$ cat src/rtl/ahb_mtx_out_stage3_pkg.sv
// ---------------------------------------------------------------------------
// ahb_mtx_out_stage3_pkg
// Shared constants and helpers for the three-input AHB matrix output stage
// and its round-robin/lock arbiter.
//   NumPorts    : number of input ports feeding the output stage
//   MasterIdW   : width of HMASTERM
//   Trans*      : HTRANS encodings
//   rr_pick     : round-robin search starting at the highest-priority port
//   rr_next     : port following a given one, modulo NumPorts
// ---------------------------------------------------------------------------
package ahb_mtx_out_stage3_pkg;

    localparam int unsigned NumPorts  = 3;
    localparam int unsigned PortIdxW  = 2;
    localparam int unsigned MasterIdW = 4;

    localparam logic [1:0] TransIdle   = 2'b00;
    localparam logic [1:0] TransBusy   = 2'b01;
    localparam logic [1:0] TransNonseq = 2'b10;
    localparam logic [1:0] TransSeq    = 2'b11;

    localparam logic [2:0] BurstSingle = 3'b000;

    typedef logic [PortIdxW-1:0] port_idx_t;

    // Returns {found, port}: the first requesting port scanning upwards from ptr.
    function automatic logic [PortIdxW:0] rr_pick(input logic [NumPorts-1:0] req,
                                                  input port_idx_t           ptr);
        logic [PortIdxW:0] res;
        logic [31:0]       p;
        res = '0;
        for (int unsigned i = 0; i < NumPorts; i++) begin
            p = (32'(ptr) + i) % NumPorts;
            if (!res[PortIdxW] && req[p[PortIdxW-1:0]]) begin
                res = {1'b1, p[PortIdxW-1:0]};
            end
        end
        return res;
    endfunction

    function automatic port_idx_t rr_next(input port_idx_t p);
        return (p == port_idx_t'(NumPorts - 1)) ? '0 : p + 1'b1;
    endfunction

endpackage

$ cat src/rtl/ahb_mtx_arb_rr3.sv
// ---------------------------------------------------------------------------
// ahb_mtx_arb_rr3
// Registered round-robin arbiter with burst/lock hold for three input ports.
//   HCLK, HRESETn : clock, asynchronous active-low reset
//   ready         : HREADYMUXM; arbitration only advances when high
//   req           : per-port request (sel_opN)
//   trans         : per-port HTRANS, {port2, port1, port0}
//   burst         : per-port HBURST, {port2, port1, port0}
//   mastlock      : per-port HMASTLOCK
//   grant_valid   : a port has been granted since reset
//   grant         : granted (or parked) port
// ---------------------------------------------------------------------------
module ahb_mtx_arb_rr3
    import ahb_mtx_out_stage3_pkg::*;
(
    input  logic       HCLK,
    input  logic       HRESETn,
    input  logic       ready,
    input  logic [2:0] req,
    input  logic [5:0] trans,
    input  logic [8:0] burst,
    input  logic [2:0] mastlock,
    output logic       grant_valid,
    output logic [1:0] grant
);

    logic              valid_q, valid_d;
    port_idx_t         grant_q, grant_d;
    port_idx_t         ptr_q, ptr_d;     // highest-priority port for the next pick
    logic [1:0]        own_trans;
    logic [2:0]        own_burst;
    logic              own_lock;
    logic              hold;
    logic [PortIdxW:0] pick;

    always_comb begin
        own_trans = trans[1:0];
        own_burst = burst[2:0];
        own_lock  = mastlock[0];
        case (grant_q)
            2'd1: begin
                own_trans = trans[3:2];
                own_burst = burst[5:3];
                own_lock  = mastlock[1];
            end
            2'd2: begin
                own_trans = trans[5:4];
                own_burst = burst[8:6];
                own_lock  = mastlock[2];
            end
            default: ;
        endcase
    end

    // The first beat of a multi-beat burst also holds, otherwise the owner would
    // lose the bus between its NONSEQ and the following SEQ beats.
    assign hold = valid_q & ((own_trans == TransSeq) | (own_trans == TransBusy) |
                             ((own_trans == TransNonseq) & (own_burst != BurstSingle)) |
                             own_lock);

    assign pick = rr_pick(req, ptr_q);

    always_comb begin
        valid_d = valid_q;
        grant_d = grant_q;
        ptr_d   = ptr_q;
        // No request leaves grant_q untouched, which parks on the last owner.
        if (ready && !hold && pick[PortIdxW]) begin
            valid_d = 1'b1;
            grant_d = pick[PortIdxW-1:0];
            ptr_d   = rr_next(pick[PortIdxW-1:0]);
        end
    end

    always_ff @(posedge HCLK or negedge HRESETn) begin
        if (!HRESETn) begin
            valid_q <= 1'b0;
            grant_q <= '0;
            ptr_q   <= '0;
        end else begin
            valid_q <= valid_d;
            grant_q <= grant_d;
            ptr_q   <= ptr_d;
        end
    end

    assign grant_valid = valid_q;
    assign grant       = grant_q;

endmodule

$ cat src/rtl/ahb_mtx_out_stage3.sv
// ---------------------------------------------------------------------------
// ahb_mtx_out_stage3
// AHB matrix output stage for three input ports: arbitrates, muxes the
// address phase of the granted port and the write data of the data-phase port.
//   HCLK, HRESETn          : clock, asynchronous active-low reset
//   sel/addr/trans/write/size/burst/prot/mastlock/wdata_opN : input port N
//   active_opN             : port N owns the output address phase
//   HSELM..HMASTLOCKM      : muxed address-phase signals to the slave
//   HWDATAM                : write data of the data-phase port
//   HREADYMUXM             : HREADY driven to the slave
//   HREADYOUTM             : slave HREADYOUT
// ---------------------------------------------------------------------------
module ahb_mtx_out_stage3
    import ahb_mtx_out_stage3_pkg::*;
(
    input  logic        HCLK,
    input  logic        HRESETn,
    input  logic        sel_op0,
    input  logic        sel_op1,
    input  logic        sel_op2,
    input  logic [31:0] addr_op0,
    input  logic [31:0] addr_op1,
    input  logic [31:0] addr_op2,
    input  logic [1:0]  trans_op0,
    input  logic [1:0]  trans_op1,
    input  logic [1:0]  trans_op2,
    input  logic        write_op0,
    input  logic        write_op1,
    input  logic        write_op2,
    input  logic [2:0]  size_op0,
    input  logic [2:0]  size_op1,
    input  logic [2:0]  size_op2,
    input  logic [2:0]  burst_op0,
    input  logic [2:0]  burst_op1,
    input  logic [2:0]  burst_op2,
    input  logic [3:0]  prot_op0,
    input  logic [3:0]  prot_op1,
    input  logic [3:0]  prot_op2,
    input  logic        mastlock_op0,
    input  logic        mastlock_op1,
    input  logic        mastlock_op2,
    input  logic [31:0] wdata_op0,
    input  logic [31:0] wdata_op1,
    input  logic [31:0] wdata_op2,
    output logic        active_op0,
    output logic        active_op1,
    output logic        active_op2,
    output logic        HSELM,
    output logic [31:0] HADDRM,
    output logic [1:0]  HTRANSM,
    output logic        HWRITEM,
    output logic [2:0]  HSIZEM,
    output logic [2:0]  HBURSTM,
    output logic [3:0]  HPROTM,
    output logic [3:0]  HMASTERM,
    output logic        HMASTLOCKM,
    output logic [31:0] HWDATAM,
    output logic        HREADYMUXM,
    input  logic        HREADYOUTM
);

    logic       grant_valid;
    logic [1:0] grant;
    logic       own_sel;
    logic [1:0] own_trans;
    logic       own_lock;
    port_idx_t  dp_port_q;
    logic       data_valid_q;

    ahb_mtx_arb_rr3 u_arb (
        .HCLK        (HCLK),
        .HRESETn     (HRESETn),
        .ready       (HREADYMUXM),
        .req         ({sel_op2, sel_op1, sel_op0}),
        .trans       ({trans_op2, trans_op1, trans_op0}),
        .burst       ({burst_op2, burst_op1, burst_op0}),
        .mastlock    ({mastlock_op2, mastlock_op1, mastlock_op0}),
        .grant_valid (grant_valid),
        .grant       (grant)
    );

    // Address-phase mux; follows grant even when parked so HADDRM stays stable.
    always_comb begin
        own_sel   = sel_op0;
        own_trans = trans_op0;
        own_lock  = mastlock_op0;
        HADDRM    = addr_op0;
        HWRITEM   = write_op0;
        HSIZEM    = size_op0;
        HBURSTM   = burst_op0;
        HPROTM    = prot_op0;
        case (grant)
            2'd1: begin
                own_sel   = sel_op1;
                own_trans = trans_op1;
                own_lock  = mastlock_op1;
                HADDRM    = addr_op1;
                HWRITEM   = write_op1;
                HSIZEM    = size_op1;
                HBURSTM   = burst_op1;
                HPROTM    = prot_op1;
            end
            2'd2: begin
                own_sel   = sel_op2;
                own_trans = trans_op2;
                own_lock  = mastlock_op2;
                HADDRM    = addr_op2;
                HWRITEM   = write_op2;
                HSIZEM    = size_op2;
                HBURSTM   = burst_op2;
                HPROTM    = prot_op2;
            end
            default: ;
        endcase
    end

    assign HSELM      = grant_valid & own_sel;
    assign HTRANSM    = HSELM ? own_trans : TransIdle;
    assign HMASTLOCKM = HSELM & own_lock;
    assign HMASTERM   = {{(MasterIdW - PortIdxW){1'b0}}, grant};

    assign active_op0 = grant_valid & (grant == 2'd0) & sel_op0;
    assign active_op1 = grant_valid & (grant == 2'd1) & sel_op1;
    assign active_op2 = grant_valid & (grant == 2'd2) & sel_op2;

    // Data-phase registers only advance on an accepted cycle, so a grant change
    // during wait states never disturbs the in-flight transfer.
    always_ff @(posedge HCLK or negedge HRESETn) begin
        if (!HRESETn) begin
            dp_port_q    <= '0;
            data_valid_q <= 1'b0;
        end else if (HREADYMUXM) begin
            dp_port_q    <= grant;
            data_valid_q <= HSELM & HTRANSM[1];
        end
    end

    always_comb begin
        HWDATAM = '0;
        if (data_valid_q) begin
            case (dp_port_q)
                2'd1:    HWDATAM = wdata_op1;
                2'd2:    HWDATAM = wdata_op2;
                default: HWDATAM = wdata_op0;
            endcase
        end
    end

    assign HREADYMUXM = data_valid_q ? HREADYOUTM : 1'b1;

endmodule

$ cat config.mk
export PLATFORM = sky130hd
export DESIGN_NAME = ahb_mtx_out_stage3
export DESIGN_NICKNAME = d
export VERILOG_FILES = /design/src/rtl/ahb_mtx_out_stage3_pkg.sv /design/src/rtl/ahb_mtx_arb_rr3.sv /design/src/rtl/ahb_mtx_out_stage3.sv
export SDC_FILE = /design/constraint.sdc
export NUM_CORES = 1
export LEC_CHECK = 0
export ABC_AREA = 1
export ABC_CLOCK_PERIOD_IN_PS = 1840
export CORE_AREA = 4 4 126 128
export CTS_CLUSTER_SIZE = 20
export DETAILED_ROUTE_END_ITERATION = 6
export DIE_AREA = 0 0 130 132
export PLACE_DENSITY_LB_ADDON = 0.12
export REMOVE_ABC_BUFFERS = 1
export SLEW_MARGIN = 0
export SYNTH_ARGS = -nofsm -noshare
export SYNTH_HDL_FRONTEND = slang
export SYNTH_HIERARCHICAL = 1
export SYNTH_SLANG_ARGS = --single-unit
$ cat constraint.sdc
create_clock -name HCLK -period 1.84 [get_ports HCLK]
set_input_delay 0.368 -clock HCLK [delete_from_list [all_inputs] [get_ports HCLK]]
set_output_delay 0.368 -clock HCLK [all_outputs]
set_load 0.01 [all_outputs]
==> flow_metrics.env, run 1 <==
export IMPL_status="complete, but fails checks"
export IMPL_violations="negative setup slack"
export IMPL_cp_start_kind="flop"
export IMPL_gp_congestion=0.9104
export IMPL_final_cell_mix="clkdlybuf4s50_1 (240), nand2_1 (117), a21oi_2 (83)"
export IMPL_dieArea_sq_um=17160
export IMPL_fin_ws_ps=-234.0
export IMPL_wire_per_inst_um=19.25
export IMPL_end_kind="output port"
export IMPL_rsz0062_at_grt="true"
export IMPL_finClkSkew_ps=0.9334
export IMPL_period_share_pct=112.7
export IMPL_drc=0
export IMPL_powerDensity_nw_per_um2=1451
export IMPL_worst_r2r_path_depth=10
export IMPL_power_leakage_nw=3.185
export IMPL_io_buffer_count=324
export IMPL_min_period_ps=2074
export IMPL_power_mw=11.36
export IMPL_drtPass1Iterations=4
export IMPL_drv_slew=0
export IMPL_clock_fmax_mhz=482.2
export IMPL_numCtsBuffers=3
export IMPL_clock_sinks=8
export IMPL_seqPwrFrac_pct=2.6
export IMPL_cts_max_level=1
export IMPL_clk_latency_ps=230
export IMPL_n_fill_cell=1417
export IMPL_maxCapViolCount=0
export IMPL_hp_class="in2async"
export IMPL_grt_first_pass_wirelength_um=28490
export IMPL_die_h_um=132
export IMPL_vias=4938
export IMPL_yosysUniqueCellTypes=22
export IMPL_hold_viol=0
export IMPL_grt_pass1_vias=4875
export IMPL_peakVddDrop_mv=0.6560
export IMPL_multiInputGateArea_sq_um=2977
export IMPL_clockBufferDepth=2
export IMPL_final_common_cell="clkdlybuf4s50_1"
export IMPL_clk_pin_slew_ps=40
export IMPL_fp_row_count=45
export IMPL_p_sw_share_pct=49.56
export IMPL_mappedNetlistArea_sq_um=2849
export IMPL_seq_area_sq_um=200.2
export IMPL_cts_tree="yes"
export IMPL_num_io_pins=327
export IMPL_nNetsFinal=1126
export IMPL_synth_seq_cells=8
export IMPL_area_growth_pct=175.0
export IMPL_required_ps=1470
export IMPL_antenna_found_initial=4
export IMPL_worstPathMaxFanout=6
export IMPL_start_util_pct=19.17
export IMPL_p_int_mw=5.732
export IMPL_grt_overflow=0
export IMPL_yosysWarnings=6
export IMPL_syn_area_per_cell_sq_um=5.791
export IMPL_drt_iter0_drc=136
export IMPL_grt_max_degree=32
export IMPL_cp_arrival_ps=1710
export IMPL_yosysSeqAreaShare_pct=7.027
export IMPL_cts_root_buf="clkbuf_16"
export IMPL_layout_drive_gt1_share_pct=44.16
export IMPL_core_area_sq_um=14860
export IMPL_path_class="reg2out"
export IMPL_hpwl_um=15370
export IMPL_switchingPower_mw=5.632
export IMPL_viasPerCell=4.641
export IMPL_synth_cells=492
export IMPL_combPwrFrac_pct=94.3
export IMPL_ant_nets=0
export IMPL_track_usage_pct=20.91
export IMPL_fin_setup_tns_ps=-12620
export IMPL_setup_viol=80
export IMPL_drt_wl_total_um=20480
export IMPL_clockPowerShare_pct=3.1
export IMPL_die_w_um=130
synth_stat cells (all sizes together):
cell	n	area share [%]
conb	1	0.13
nand4	1	0.22
o21ai	41	7.2
ha	10	4.4
inv	26	3.4
dfrtp	8	7.0
nor3	1	0.18
a21oi	153	37
nand3	17	3.3
nor2	57	7.8
or2	1	0.22
nand2	138	19
buf	37	10
o21a	1	0.26
power groups by stage:
stage | Clock [mW] | Combinational (mW) | Sequential (mW)
3_5_place_dp | 0 | 8.57 | 0.285
6_report | 0.355 | 10.7 | 0.295
2_1_floorplan | 0 | 3.85 | 0.331
5_1_grt | 0.376 | 11.4 | 0.303
3_3_place_gp | 0 | 8.49 | 0.281
4_1_cts | 0.362 | 9.19 | 0.295
layout make-up:
type / instances / share of cell area, %
sequential: 8 / 2.556
antenna: 2 / 0.06389
inverter: 26 / 1.533
tap: 188 / 3.003
multi-input combinational: 422 / 38.00
timing repair buffer: 415 / 53.89
clock buffer: 3 / 0.9583
cells by family after synthesis:
family / Yosys count / synth area share (%)
flops: 8 / 7.027
fa+ha+maj: 10 / 4.392
simple gates: 215 / 30.35
other cells: 1 / 0.1316
compound gates: 195 / 44.36
buf+inv: 63 / 13.75
what timing repair did:
item | 4_1_cts | 5_1_grt
setup buffers | 10 | 4
cloned | 8 | 11
hold buffers | 0 | 0
gates resized for setup | 418 | 152
endpoints found under the setup margin | 83 | 88
pin swaps | 50 | 43
worst max-delay path, cell delays in order, from the launching register on:
cell	delay (ps)
dfrtp_1	390
inv_2	100
buf_6	110
ha_4	180
buf_12	120
buf_12	120
buf_12	140
a21oi_2	60
a21oi_2	120
buf_2	150
state kept, by name (all words and copies together) (netlist names):
register and cells:
u_arb/grant 2, u_arb/grant_valid 1, dp_port_q 2, u_arb/ptr_q 2, data_valid_q 1
per-stage QoR:
stage / cells / setup slack, ps / utilization, % / hold slack [ps] / cell area, sq um
after floorplan: 456 / -1287 / - / 72.41 / 2559
after global placement: 1029 / -445.8 / 45.09 / 526.8 / 6703
after detailed placement: 1029 / -473.0 / 45.09 / 552.6 / 6703
after CTS: 1050 / -231.3 / 47.90 / 435.6 / 7121
after global routing: 1064 / -299.3 / 52.70 / 466.9 / 7834
final: 1064 / -234.0 / 52.70 / 425.4 / 7834
per-layer routing:
layer  up-vias  part of all wire (%)  track usage (%)
met3        28                   7.2            4.822
met2       183                    53            39.37
li1       2420                     -                -
met5         -                 0.068                0
met1      2305                    37            22.77
met4         2                   2.7            6.351
worst paths after layout:
kind,slack [ps],startpoint,to
setup reg to reg,80,u_arb/grant[1],u_arb/grant_valid
min in group HCLK,550,u_arb/ptr_q[0],u_arb/ptr_q[0]
setup / recovery,-230,u_arb/grant[0],HADDRM[27]
hold reg to reg,550,u_arb/ptr_q[0],u_arb/ptr_q[0]
max in group asynchronous,1150,HRESETn,dp_port_q[0]
hold / removal,430,HRESETn,data_valid_q
No activity file was read; power rests on OpenSTA's default activity.
==> run 2: changes to the inputs <==
CORE_AREA = 2 2 128 130   (was 4 4 126 128)
PLACE_DENSITY = 0.66   (was unset)
PLACE_DENSITY_LB_ADDON = unset   (was 0.12)
==> run 2 against run 1 <==
- the flow still finishes with violations (negative setup slack)
- wire length is 12% lower
- via count decreased by 3.7%
- core utilization shrank 4.7 points
- combinational power about the same
- worst hold slack lost 2.5 ps
- first-iteration DRC count grew 21%
- sequential power down 2%
- critical path depth decreased by 2
- clock power up 3%
- critical path type unchanged
==> flow_metrics.env, run 2 (synthesized netlist as in run 1, its figures left out) <==
export IMPL_clock_fmax_mhz=491.4
export IMPL_fin_setup_tns_ps=-11990
export IMPL_switchingPower_mw=5.577
export IMPL_end_kind="output port"
export IMPL_seqPwrFrac_pct=2.6
export IMPL_status="complete, but fails checks"
export IMPL_antenna_found_initial=0
export IMPL_area_growth_pct=164.6
export IMPL_worst_r2r_path_depth=11
export IMPL_nNetsFinal=1109
export IMPL_drc=0
export IMPL_power_leakage_nw=3.026
export IMPL_r2r_end="u_arb/grant[0]"
export IMPL_clk_pin_slew_ps=40
export IMPL_antenna_cells=0
export IMPL_placed_area_sq_um=6578
export IMPL_dieArea_sq_um=17160
export IMPL_finClkSkew_ps=0.2568
export IMPL_violations="negative setup slack"
export IMPL_clock_sinks=8
export IMPL_hp_class="in2async"
export IMPL_combPwrFrac_pct=94.2
export IMPL_io_buffer_count=324
export IMPL_final_cell_mix="clkdlybuf4s50_1 (240), nand2_1 (126), a21oi_2 (92)"
export IMPL_clockBufferDepth=2
export IMPL_hpwl_um=12990
export IMPL_grt_overflow=0
export IMPL_die_h_um=132
export IMPL_cp_arrival_ps=1670
export IMPL_viasPerCell=4.432
export IMPL_grt_first_pass_wirelength_um=25190
export IMPL_final_common_cell="clkdlybuf4s50_1"
export IMPL_track_usage_pct=18.46
export IMPL_grt_max_degree=34
export IMPL_cts_root_buf="clkbuf_16"
export IMPL_maxCapViolCount=0
export IMPL_power_mw=11.31
export IMPL_grt_pass1_vias=4653
export IMPL_reg2reg_setup_slack_ps=130
export IMPL_period_share_pct=110.6
export IMPL_cp_start_kind="flop"
export IMPL_die_w_um=130
export IMPL_drt_wl_total_um=18020
export IMPL_rsz0062_at_grt="true"
export IMPL_path_class="reg2out"
export IMPL_start_util_pct=18.13
export IMPL_peakVddDrop_mv=0.7182
export IMPL_clk_latency_ps=230
export IMPL_min_period_ps=2035
export IMPL_hold_ws_ps=422.9
export IMPL_p_sw_share_pct=49.30
export IMPL_hold_viol=0
export IMPL_met2_length_um=9127
export IMPL_worstPathMaxFanout=11
export IMPL_drv_slew=0
export IMPL_drt_iter0_drc=165
export IMPL_wire_per_inst_um=16.80
export IMPL_fin_ws_ps=-195.1
export IMPL_reg2reg_from="u_arb/grant[1]"
export IMPL_clockPowerShare_pct=3.2
export IMPL_p_int_mw=5.735
export IMPL_vias=4756
export IMPL_cts_max_level=1
export IMPL_wl_met1_um=7190
export IMPL_wl_met3_um=1504
export IMPL_post_route_util_pct=47.99
export IMPL_powerDensity_nw_per_um2=1500
export IMPL_cts_tree="yes"
export IMPL_num_io_pins=327
export IMPL_numCtsBuffers=3
export IMPL_fp_row_count=46
export IMPL_required_ps=1470
export IMPL_fin_area_sq_um=7540
export IMPL_core_area_sq_um=15710
export IMPL_layout_drive_gt1_share_pct=40.37
export IMPL_ant_nets=0
export IMPL_highest_layer="met4"
export IMPL_setup_viol=79
export IMPL_drtPass1Iterations=4
export IMPL_gp_congestion=0.8239
run 2: area by class of cell:
class,count,area (sq um)
Clock buffer,3,75.07
Fill cell,1539,8173
Inverter,26,125.1
Multi-Input combinational cell,422,2895
Sequential cell,8,200.2
Tap cell,216,270.3
Timing Repair Buffer,398,3974
run 2: worst max path at each step:
stage,from,to,cells after the start
2_1_floorplan,u_arb/grant[0],HTRANSM[1],8
3_3_place_gp,sel_op2,HTRANSM[1],8
3_5_place_dp,u_arb/grant[0],HBURSTM[1],7
4_1_cts,u_arb/grant[0],HADDRM[27],7
5_1_grt,u_arb/grant[1],HBURSTM[1],7
6_report,u_arb/grant[0],HSIZEM[1],7
run 2: power by group through the flow:
stage	Combinational (mW)	Clock [mW]	Sequential [mW]
after floorplan	3.85	0	0.331
after global placement	8.21	0	0.281
after detailed placement	8.24	0	0.285
after CTS	9.40	0.369	0.293
after global routing	11.4	0.384	0.295
final	10.7	0.364	0.290
run 2: metal layers:
layer | up-vias | global-route usage, %
met5 | - | 0
met4 | 0 | 2.987
met3 | 19 | 4.302
met2 | 199 | 33.71
met1 | 2164 | 22.05
li1 | 2374 | -
run 2: critical path, cell delays in order, from the launching register on:
cell,delay (ps)
dfrtp_1,370
inv_2,80
ha_4,350
clkinv_8,120
buf_16,180
a21oi_4,140
a21oi_2,60
buf_2,130
run 2: per-stage QoR:
step	std cells	setup WS, ps
final	1073	-195.1
after global routing	1073	-263.5
after detailed placement	1041	-467.0
after CTS	1060	-244.5
after global placement	1041	-461.7
after floorplan	456	-1287
run 2: repair_timing:
action / 4_1_cts / 5_1_grt
hold buffers: 0 / 0
pin swaps: 8 / 21
setup buffers: 5 / 9
gates resized for setup: 428 / 104
gates cloned: 11 / 5
setup endpoints to repair: 83 / 88
==> run 3: changes to the inputs <==
CAP_MARGIN = 25   (was unset)
==> results of run 3 <==
Final layout, timing and power as in run 2 (identical DEF).
